File: src/rtl/adder_mp_seq_if.sv
// Word-stream bus for the multi-precision sequential adder: operand words in,
// registered sum words out, each side with its own valid/ready handshake.
interface adder_mp_seq_if #(
    parameter int NBIT = 32
);
    logic            i_valid;
    logic            o_ready;
    logic [NBIT-1:0] i_a;
    logic [NBIT-1:0] i_b;
    logic            i_c;
    logic            o_valid;
    logic            i_ready;
    logic [NBIT-1:0] o_s;
    logic            o_last;
    logic            o_c;
    logic            o_ovf;

    // Upstream producer / downstream consumer side
    modport master (
        output i_valid, i_a, i_b, i_c, i_ready,
        input  o_ready, o_valid, o_s, o_last, o_c, o_ovf
    );

    // Adder side
    modport slave (
        input  i_valid, i_a, i_b, i_c, i_ready,
        output o_ready, o_valid, o_s, o_last, o_c, o_ovf
    );
endinterface

File: src/rtl/adder_mp_seq.sv
// Multi-precision sequential adder: one NBIT carry-lookahead adder reused once
// per operand word, LSW first, with the inter-word carry held in a register.

// NBIT-wide adder built from 4-bit lookahead blocks rippled together.
// NBIT must be a multiple of 4.
module adder_cla #(
    parameter int NBIT = 32
) (
    input  logic [NBIT-1:0] a,
    input  logic [NBIT-1:0] b,
    input  logic            ci,
    output logic [NBIT-1:0] s,
    output logic            co
);
    localparam int NBLK = NBIT / 4;

    logic [NBLK:0] c;

    assign c[0] = ci;

    for (genvar k = 0; k < NBLK; k++) begin : g_blk
        logic [3:0] g;
        logic [3:0] p;
        logic [4:0] cc;

        assign g     = a[4*k +: 4] & b[4*k +: 4];
        assign p     = a[4*k +: 4] ^ b[4*k +: 4];
        assign cc[0] = c[k];
        assign cc[1] = g[0] | (p[0] & cc[0]);
        assign cc[2] = g[1] | (p[1] & g[0]) | (p[1] & p[0] & cc[0]);
        assign cc[3] = g[2] | (p[2] & g[1]) | (p[2] & p[1] & g[0])
                     | (p[2] & p[1] & p[0] & cc[0]);
        assign cc[4] = g[3] | (p[3] & g[2]) | (p[3] & p[2] & g[1])
                     | (p[3] & p[2] & p[1] & g[0])
                     | (p[3] & p[2] & p[1] & p[0] & cc[0]);
        assign s[4*k +: 4] = p ^ cc[3:0];
        assign c[k+1]      = cc[4];
    end

    assign co = c[NBLK];
endmodule

module adder_mp_seq #(
    parameter int NBIT  = 32,
    parameter int NWORD = 4
) (
    input  logic         i_clk,
    input  logic         i_rst,
    adder_mp_seq_if.slave bus
);
    localparam int              IDX_W    = (NWORD > 1) ? $clog2(NWORD) : 1;
    localparam logic [IDX_W-1:0] IDX_LAST = IDX_W'(NWORD - 1);

    typedef enum logic {
        IDLE,
        BUSY
    } state_t;

    state_t           state;
    logic [IDX_W-1:0] idx;
    logic [IDX_W-1:0] idx_next;
    logic             cr;
    logic             cin;
    logic             ready;
    logic             acc;
    logic             ret;
    logic             is_last;
    logic [NBIT-1:0]  sum;
    logic             co;

    logic             valid_q;
    logic [NBIT-1:0]  s_q;
    logic             last_q;
    logic             c_q;
    logic             ovf_q;

    assign ready   = ~valid_q | bus.i_ready;
    assign acc     = bus.i_valid & ready;
    assign ret     = valid_q & bus.i_ready;
    assign is_last = (idx == IDX_LAST);

    assign bus.o_ready = ready;
    assign bus.o_valid = valid_q;
    assign bus.o_s     = s_q;
    assign bus.o_last  = last_q;
    assign bus.o_c     = c_q;
    assign bus.o_ovf   = ovf_q;

    adder_cla #(.NBIT(NBIT)) u_add (
        .a  (bus.i_a),
        .b  (bus.i_b),
        .ci (cin),
        .s  (sum),
        .co (co)
    );

    // Word counter register; the state is decoded from it
    always_ff @(posedge i_clk) begin
        if (i_rst) begin
            idx <= '0;
        end else begin
            idx <= idx_next;
        end
    end

    // State decode, counter advance and carry-in selection
    always_comb begin
        state    = (idx == '0) ? IDLE : BUSY;
        idx_next = idx;
        if (acc) begin
            idx_next = is_last ? '0 : idx + IDX_W'(1);
        end
        cin = (state == IDLE) ? bus.i_c : cr;
    end

    // Inter-word carry and registered output word with its handshake
    always_ff @(posedge i_clk) begin
        if (i_rst) begin
            valid_q <= 1'b0;
            s_q     <= '0;
            last_q  <= 1'b0;
            c_q     <= 1'b0;
            ovf_q   <= 1'b0;
            cr      <= 1'b0;
        end else if (acc) begin
            valid_q <= 1'b1;
            s_q     <= sum;
            last_q  <= is_last;
            c_q     <= is_last & co;
            ovf_q   <= is_last & (bus.i_a[NBIT-1] ^ bus.i_b[NBIT-1] ^ sum[NBIT-1] ^ co);
            cr      <= co;
        end else if (ret) begin
            valid_q <= 1'b0;
        end
    end
endmodule
File: src/flat_wrapper.sv
// flat-port wrapper written by rule: the top's interface ports become plain ports
module adder_mp_seq_flat 
#(
    parameter int NBIT  = 32,
    parameter int NWORD = 4
)
  (i_clk, i_rst, bus_i_valid, bus_i_a, bus_i_b, bus_i_c, bus_i_ready, bus_o_ready, bus_o_valid, bus_o_s, bus_o_last, bus_o_c, bus_o_ovf);
  adder_mp_seq_if #(.NBIT(NBIT)) bus_i ();
  input  logic i_clk;
  input  logic i_rst;
  input wire logic [$bits(bus_i.i_valid)-1:0] bus_i_valid;
  input wire logic [$bits(bus_i.i_a)-1:0] bus_i_a;
  input wire logic [$bits(bus_i.i_b)-1:0] bus_i_b;
  input wire logic [$bits(bus_i.i_c)-1:0] bus_i_c;
  input wire logic [$bits(bus_i.i_ready)-1:0] bus_i_ready;
  output wire logic [$bits(bus_i.o_ready)-1:0] bus_o_ready;
  output wire logic [$bits(bus_i.o_valid)-1:0] bus_o_valid;
  output wire logic [$bits(bus_i.o_s)-1:0] bus_o_s;
  output wire logic [$bits(bus_i.o_last)-1:0] bus_o_last;
  output wire logic [$bits(bus_i.o_c)-1:0] bus_o_c;
  output wire logic [$bits(bus_i.o_ovf)-1:0] bus_o_ovf;
  assign bus_i.i_valid = bus_i_valid;
  assign bus_i.i_a = bus_i_a;
  assign bus_i.i_b = bus_i_b;
  assign bus_i.i_c = bus_i_c;
  assign bus_i.i_ready = bus_i_ready;
  assign bus_o_ready = bus_i.o_ready;
  assign bus_o_valid = bus_i.o_valid;
  assign bus_o_s = bus_i.o_s;
  assign bus_o_last = bus_i.o_last;
  assign bus_o_c = bus_i.o_c;
  assign bus_o_ovf = bus_i.o_ovf;
  adder_mp_seq #(.NBIT(NBIT), .NWORD(NWORD)) u_core (.i_clk(i_clk), .i_rst(i_rst), .bus(bus_i));
endmodule
File: config.mk
export PLATFORM = sky130hd
export DESIGN_NAME = adder_mp_seq_flat
export DESIGN_NICKNAME = d
export VERILOG_FILES = /design/src/rtl/adder_mp_seq_if.sv /design/src/rtl/adder_mp_seq.sv /design/src/flat_wrapper.sv
export SDC_FILE = /design/constraint.sdc
export NUM_CORES = 1
export LEC_CHECK = 0
export BUFFER_PORTS_ARGS = -buffer_cell sky130_fd_sc_hd__buf_2
export CORE_UTILIZATION = 40
export DETAILED_ROUTE_END_ITERATION = 10
export PLACE_DENSITY = 0.67
export SLEW_MARGIN = 20
export SYNTH_ARGS = -nofsm -noshare
export SYNTH_HDL_FRONTEND = slang
export SYNTH_SLANG_ARGS = --single-unit
File: constraint.sdc
create_clock -name i_clk -period 5.16 [get_ports i_clk]
set_input_delay 0.516 -clock i_clk [delete_from_list [all_inputs] [get_ports i_clk]]
set_output_delay 0.516 -clock i_clk [all_outputs]
set_load 0.05 [all_outputs]
==> out/results.ini, run 1 <==
[synthesis]
netlist_instances = 326
synth-simple-area-share_pct = 19.2
ys_warn_count = 0
syn_area_per_cell_sq_um = 8.51
synth_top_family_by_area = compound AO/OA/AOI/OAI gates
syn-num-nets = 437
synthMuxAreaShare_pct = 0.767
syn_area_sq_um = 2770
synthAdderAreaFrac_pct = 21.1
async_flop_share_pct = 0
synth_compound_area_share_pct = 22.1
yosysSeqAreaShare_pct = 28.1
ys_types = 54
synth_edf_count = 0
synthXorXnorAreaFrac_pct = 5.68
yosys_register_bits = 39
ys.flop_type = dfxtp_1

[placement]
place_hpwl_mm = 5.47
gp_congestion = 0.844
port_buffers = 105
dpl_cell_area_sq_um = 3370

[power]
p_leak_nw = 1.65
power.total_uw = 923
peakVddDrop_v = 0.000108
p_per_area_nw_per_um2 = 268

[route]
drtIter0Drc = 121
wl_per_cell_um = 13.8
postRouteAntennaNets = 0
first_pass_iters = 4
vias = 2653
drcViolationCount = 0
drt-total-wl_mm = 6.94
vias_per_cell = 5.26

[min_path]
min_path_type = reg -> reg
worstHoldStart = u_core.bus.o_s[14]
holdPathEnd = u_core.bus.o_s[14]
hold_depth = 2

[floorplan]
core_sq_um = 6530
die_width_um = 85.3
initial_utilization_pct = 42.5
die-area_sq_um = 7270
ioPinCount = 106
rows = 29
chipHeight_um = 85.3

[clocking]
cts_tree = yes
post-cts-setup-buffers = 0
cts.hold.buffers_added = 0
clk_pin_slew_worst_paths_ns = 0.08
clk-insertion-delay-late_ns = 0.29
ctsResizeCount = 0
clock_sinks = 39
cts_made_buffers = 5
cts_root_buf = clkbuf_8
cts.path.max_buffers = 2
htree_levels = 2

[finish]
diodes = 0
layout_common_cells = buf_2 (105), nand2_1 (48), dfxtp_1 (39), a21oi_1 (34), ha_1 (34)
register_area_sq_um = 781
multi_input_area_sq_um = 1910
nFillCells = 636
drive_gt1_share_pct = 29.5
syn2layout_area_growth_pct = 24.1
final_common_cell = buf_2
design_area_sq_um = 3440
nNetsFinal = 539

[sta]
finClkSkew_ns = 0.00668
setup_viol_count_final = 0
setup_tns_ns = 0
worst_slew_pin_slew_ns = 0.671
max_freq_mhz = 317
fin_crit_sh_pct = 61.1
rsz0062_at_grt = false
relSlewSlack_pct = 55.3
period_needed_ns = 3.15
hold_violations = 0
finalMaxSlewViolations = 0

[worst_setup_path]
ff2ff_path_depth = 14
r2r-start = u_core.idx[0]
end_kind = register
cp-start-kind = input pin
r2r_end = u_core.bus.o_s[25]
required_ns = 5.37
critical_path_class = in -> reg
worst-r2r-setup-slack_ns = 2.15
cp.arrival_ns = 3.36
critPathMaxFanout = 6

[run]
maxCapViolCount = 0

[global_routing]
grt_pass1_wl_mm = 11.5
grt_pass1_vias = 2454
grt_util_all_layers_pct = 19.8
overflow = 0
grt_max_degree = 39
antenna_found_initial = 0

[run_status]
outcome = finished, final reports clean

==> power by group <==
group          total, mW  internal (mW)  leakage (nW)  switching (mW)
clock network      0.194         0.0898        0.0361           0.104
logic              0.383          0.134          1.29           0.249
registers          0.346          0.330         0.321          0.0154
total              0.923          0.554          1.65           0.368
==> worst max-delay path, cell delays in order <==
cell      delay [ns]
buf_2           0.10
ha_1            0.36
a2111o_1        0.44
a31oi_2         0.23
nor3_2          0.11
nor2_2          0.13
inv_2           0.07
a21oi_4         0.20
o31ai_1         0.13
a21o_1          0.18
a21o_1          0.18
fa_1            0.37
xnor2_1         0.14
a211oi_1        0.21
==> routing by layer <==
layer	up-vias	global-route usage (%)	share of wire, %
met3	9	3.11	4.9
met5	-	0	0
met1	1192	28.6	49
li1	1376	-	-
met4	0	5.45	1.5
met2	76	30.5	44
==> sequential cells by signal, indices dropped and copies added (netlist names) <==
name / cells
u_core.bus.o_c: 1
u_core.bus.o_valid: 1
u_core.idx: 2
u_core.bus.o_ovf: 1
u_core.bus.o_last: 1
u_core.bus.o_s: 32
u_core.cr: 1
==> area by class of cell <==
class                           count  share of cell area [%]
Multi-Input combinational cell    265                    55.5
Sequential cell                    39                    22.7
Timing Repair Buffer              107                    15.7
Tap cell                           77                    2.80
Clock buffer                        5                    2.00
Inverter                           10                    1.09
Clock inverter                      1                   0.218
==> cells by family after synthesis <==
family                   count (synthesis)
multiplexers                             2
flip-flops                              39
AO/OA/AOI/OAI                           91
adder cells (fa/ha/maj)                 42
XOR/XNOR                                18
buffers and inverters                   22
AND/OR/NAND/NOR                        112
==> per-stage QoR <==
stage,utilization (%),hold slack [ns],setup slack [ns],std cells
after floorplan,-,0.453,2.02,326
final,52.7,0.452,2.01,504
after global routing,52.7,0.475,1.79,504
after CTS,52.7,0.452,2.01,504
after detailed placement,51.5,0.441,1.71,498
after global placement,51.5,0.436,1.77,498
==> cells in the mapped netlist, types with 2 or more instances <==
master	number	area share, %
nand4b_1	2	0.63
nand4_1	4	0.90
or3_1	3	0.68
nor2_1	19	2.6
xor2_1	4	1.3
o21ai_0	12	2.2
a31oi_1	3	0.68
a211oi_1	9	2.4
o21a_1	2	0.54
nor3_1	7	1.3
xnor2_1	14	4.4
nor2b_1	2	0.45
inv_1	9	1.2
clkbuf_1	10	1.4
buf_1	2	0.27
ha_1	34	15
nor4b_1	3	0.95
nand3_1	14	2.5
o21ai_1	4	0.72
nand2_1	48	6.5
and3_1	2	0.45
dfxtp_1	39	28
fa_1	8	5.8
a21o_1	9	2.4
a21oi_1	34	6.1
==> how the worst max path moves through the flow <==
stage / from / end / slack, ns
floorplan: bus_i_b[1] / u_core.bus.o_s[25] / 2.02
global placement: bus_i_b[1] / u_core.bus.o_s[25] / 1.77
detailed placement: bus_i_b[1] / u_core.bus.o_s[25] / 1.71
CTS: bus_i_b[1] / u_core.bus.o_s[25] / 2.01
global route: bus_i_b[1] / u_core.bus.o_s[25] / 1.79
finish: bus_i_b[1] / u_core.bus.o_s[25] / 2.01
(Power assumes the default switching activity.)
==> run 2: changes to the inputs <==
--- a/config.mk
+++ b/config.mk
@@ -5,10 +5,11 @@
 export SDC_FILE = /design/constraint.sdc
 export NUM_CORES = 1
 export LEC_CHECK = 0
+export ABC_AREA = 1
 export BUFFER_PORTS_ARGS = -buffer_cell sky130_fd_sc_hd__buf_2
 export CORE_UTILIZATION = 40
 export DETAILED_ROUTE_END_ITERATION = 10
-export PLACE_DENSITY = 0.67
+export PLACE_DENSITY = 0.7
 export SLEW_MARGIN = 20
 export SYNTH_ARGS = -nofsm -noshare
 export SYNTH_HDL_FRONTEND = slang
==> constraint.sdc (replaced) <==
create_clock -name i_clk -period 2.9 [get_ports i_clk]
set_input_delay 0.29 -clock i_clk [delete_from_list [all_inputs] [get_ports i_clk]]
set_output_delay 0.29 -clock i_clk [all_outputs]
set_load 0.05 [all_outputs]
==> out/results.ini, run 2 <==
[clocking]
clock_sinks = 39
cts.hold.buffers_added = 0
clk-insertion-delay-late_ns = 0.29
cts_tree = yes
cts_made_buffers = 5
htree_levels = 2
clk_pin_slew_worst_paths_ns = 0.08
post-cts-setup-buffers = 0
cts.path.max_buffers = 2
ctsResizeCount = 0
cts_root_buf = clkbuf_8

[worst_setup_path]
worst-r2r-setup-slack_ns = 0.33
r2r_end = u_core.bus.o_s[28]
end_kind = register
cp.arrival_ns = 2.76
slowest_stage = fa_1
crit_top_cell = nand2_4
critPathMaxFanout = 6
crit_path_end = u_core.bus.o_s[28]
r2r-start = u_core.idx[0]
critical_path_class = reg -> reg
critical_path.startpoint = u_core.idx[0]
cp-start-kind = register
ff2ff_path_depth = 22
required_ns = 3.09
max_stage_delay_ns = 0.40
cp_cell_sequence = inv_1 > ha_1 > inv_1 > nand2_1 > nand2_1 > nand2_1 > nand2_1 > nand3_2 > nand2_2 > nand2_2 > nand2_4 > nand2_4 > nand2_4 > nand2_4 > nand2_4 > nand2_4 > nand2_4 > nand2_4 > nand2_4 > fa_1 > o21ai_0 > nor2_1

[sta]
hold_violations = 0
relSlewSlack_pct = 55.5
setup_tns_ns = 0
finalMaxSlewViolations = 0
setup_viol_count_final = 0
fin_crit_sh_pct = 88.7
max_freq_mhz = 389
worst_slew_pin_slew_ns = 0.666
period_needed_ns = 2.57
setup_ws_ns = 0.328
rsz0062_at_grt = false
finClkSkew_ns = 0.00620

[floorplan]
die-area_sq_um = 7390
core_sq_um = 6790
chipHeight_um = 86.0
initial_utilization_pct = 41.5
rows = 30
ioPinCount = 106
die_width_um = 86.0

[min_path]
min_path_type = in -> reg
hold_depth = 4

[placement]
pre_cts_slack_ns = 0.250
place_hpwl_mm = 4.91
dpl_cell_area_sq_um = 3440
port_buffers = 105
gp_congestion = 0.834

[synthesis]
synthTopCellsByCount = nand2_1 (51), nor2_1 (51), inv_1 (44)
yosys_register_bits = 39
yosysTopAreaCell = dfxtp_1
syn_area_sq_um = 2820
netlist_instances = 375
synth_top_area_share_pct = 27.7
ys_warn_count = 0
yosysSeqAreaShare_pct = 27.7
syn-num-nets = 486
synth_area_leaders = dfxtp_1 (28%), ha_1 (15%), nand2_1 (6.8%)
ys_types = 30
syn_area_per_cell_sq_um = 7.52
synth_edf_count = 0
async_flop_share_pct = 0
ys.flop_type = dfxtp_1

[finish]
nNetsFinal = 589
drive_gt1_share_pct = 28.0
syn2layout_area_growth_pct = 25.7
diodes = 0
layout_common_cells = buf_2 (105), nand2_1 (51), nor2_1 (51), inv_1 (44), dfxtp_1 (39)
design_area_sq_um = 3550
largest_register_ffs = 32
final_common_cell = buf_2

[power]
p_int_mw = 1.03
switching_share_pct = 39.2
p_leak_nw = 1.92
sequentialPowerShare_pct = 36.1
peakVddDrop_v = 0.000181
p_switching_uw = 666
comb_power_share_pct = 39.4
clockPowerShare_pct = 24.5
p_per_area_nw_per_um2 = 479

[global_routing]
antenna_found_initial = 0
grt_pass1_vias = 2415
overflow = 0
grt_pass1_wl_mm = 10.4
grt_util_all_layers_pct = 17.7
grt_max_degree = 29

[route]
vias = 2622
first_pass_iters = 4
postRouteAntennaNets = 0
vias_per_cell = 4.56
drcViolationCount = 0
drt-total-wl_mm = 6.23
wl_per_cell_um = 10.8
drtIter0Drc = 63

[run]
maxCapViolCount = 0

[run_status]
outcome = finished, final reports clean

-- run 2: cell count changes after synthesis, sizes merged, moves of 4 or more --
cell / delta
inv: +35
nand4: -4
nand2: +16
o21ai: +16
a21o: -9
nor2: +32
a31oi: -5
nor3: -6
a211oi: -8
xor2: +5
-- run 2: cells by family (layout without fill, tap and decap cells) --
| logic type | after synthesis | in the layout | share of synthesized area (%) |
|---|---|---|---|
| buffers and inverters | 58 | 162 | 7.80 |
| AND/OR/NAND/NOR | 135 | 135 | 22.0 |
| adder cells (fa/ha/maj) | 42 | 42 | 20.8 |
| flip-flops | 39 | 39 | 27.7 |
| XOR/XNOR | 20 | 20 | 6.21 |
| AO/OA/AOI/OAI | 81 | 81 | 15.6 |
-- run 2: layout make-up --
cell class                 count  area [sq um]
clock buffer                   7          96.3
clock inverter                 1          7.51
fill                         675          3250
inverter                      46           173
multi-input combinational    278          1820
sequential                    39           781
tap                           96           120
timing repair buffer         108           548
-- run 2: worst min path at each step --
stage | from | to | slack (ns)
after floorplan | u_core.idx[1] | u_core.idx[1] | 0.45
after global placement | u_core.bus.o_last | u_core.bus.o_last | 0.45
after detailed placement | u_core.bus.o_c | u_core.bus.o_c | 0.46
after CTS | bus_i_ready | u_core.bus.o_valid | 0.29
after global routing | bus_i_ready | u_core.bus.o_valid | 0.30
final | bus_i_ready | u_core.bus.o_valid | 0.30
-- run 2: power by group through the flow --
stage	clock network [mW]	logic, mW	registers, mW
floorplan	0	0.336	0.792
global placement	0	0.663	0.625
detailed placement	0	0.672	0.626
CTS	0.432	0.675	0.614
global route	0.457	0.743	0.619
finish	0.417	0.669	0.613
-- run 2: critical path: cells and delay by family (launching register included) --
| kind | cells | cell delay, ns |
|---|---|---|
| fa+ha+maj | 2 | 0.61 |
| compound gates | 1 | 0.16 |
| flops | 1 | 0.34 |
| buf+inv | 2 | 0.12 |
| simple gates | 17 | 1.23 |
-- run 2: layer usage --
metal | vias up | wire length (um) | global-route usage, %
li1 | 1428 | - | -
met1 | 1118 | 2810 | 21.1
met2 | 67 | 3070 | 32.0
met3 | 9 | 272 | 3.85
met4 | 0 | 80 | 5.00
met5 | - | 0 | 0
-- run 2: stage by stage --
| step | util, % | hold slack [ns] | total power, mW | instances |
|---|---|---|---|---|
| 6_report | 52.2 | 0.299 | 1.70 | 575 |
| 5_1_grt | 52.2 | 0.298 | 1.82 | 575 |
| 4_1_cts | 52.2 | 0.289 | 1.72 | 575 |
| 3_5_place_dp | 50.7 | 0.455 | 1.30 | 567 |
| 3_3_place_gp | 50.7 | 0.453 | 1.29 | 567 |
| 2_1_floorplan | - | 0.451 | 1.13 | 375 |
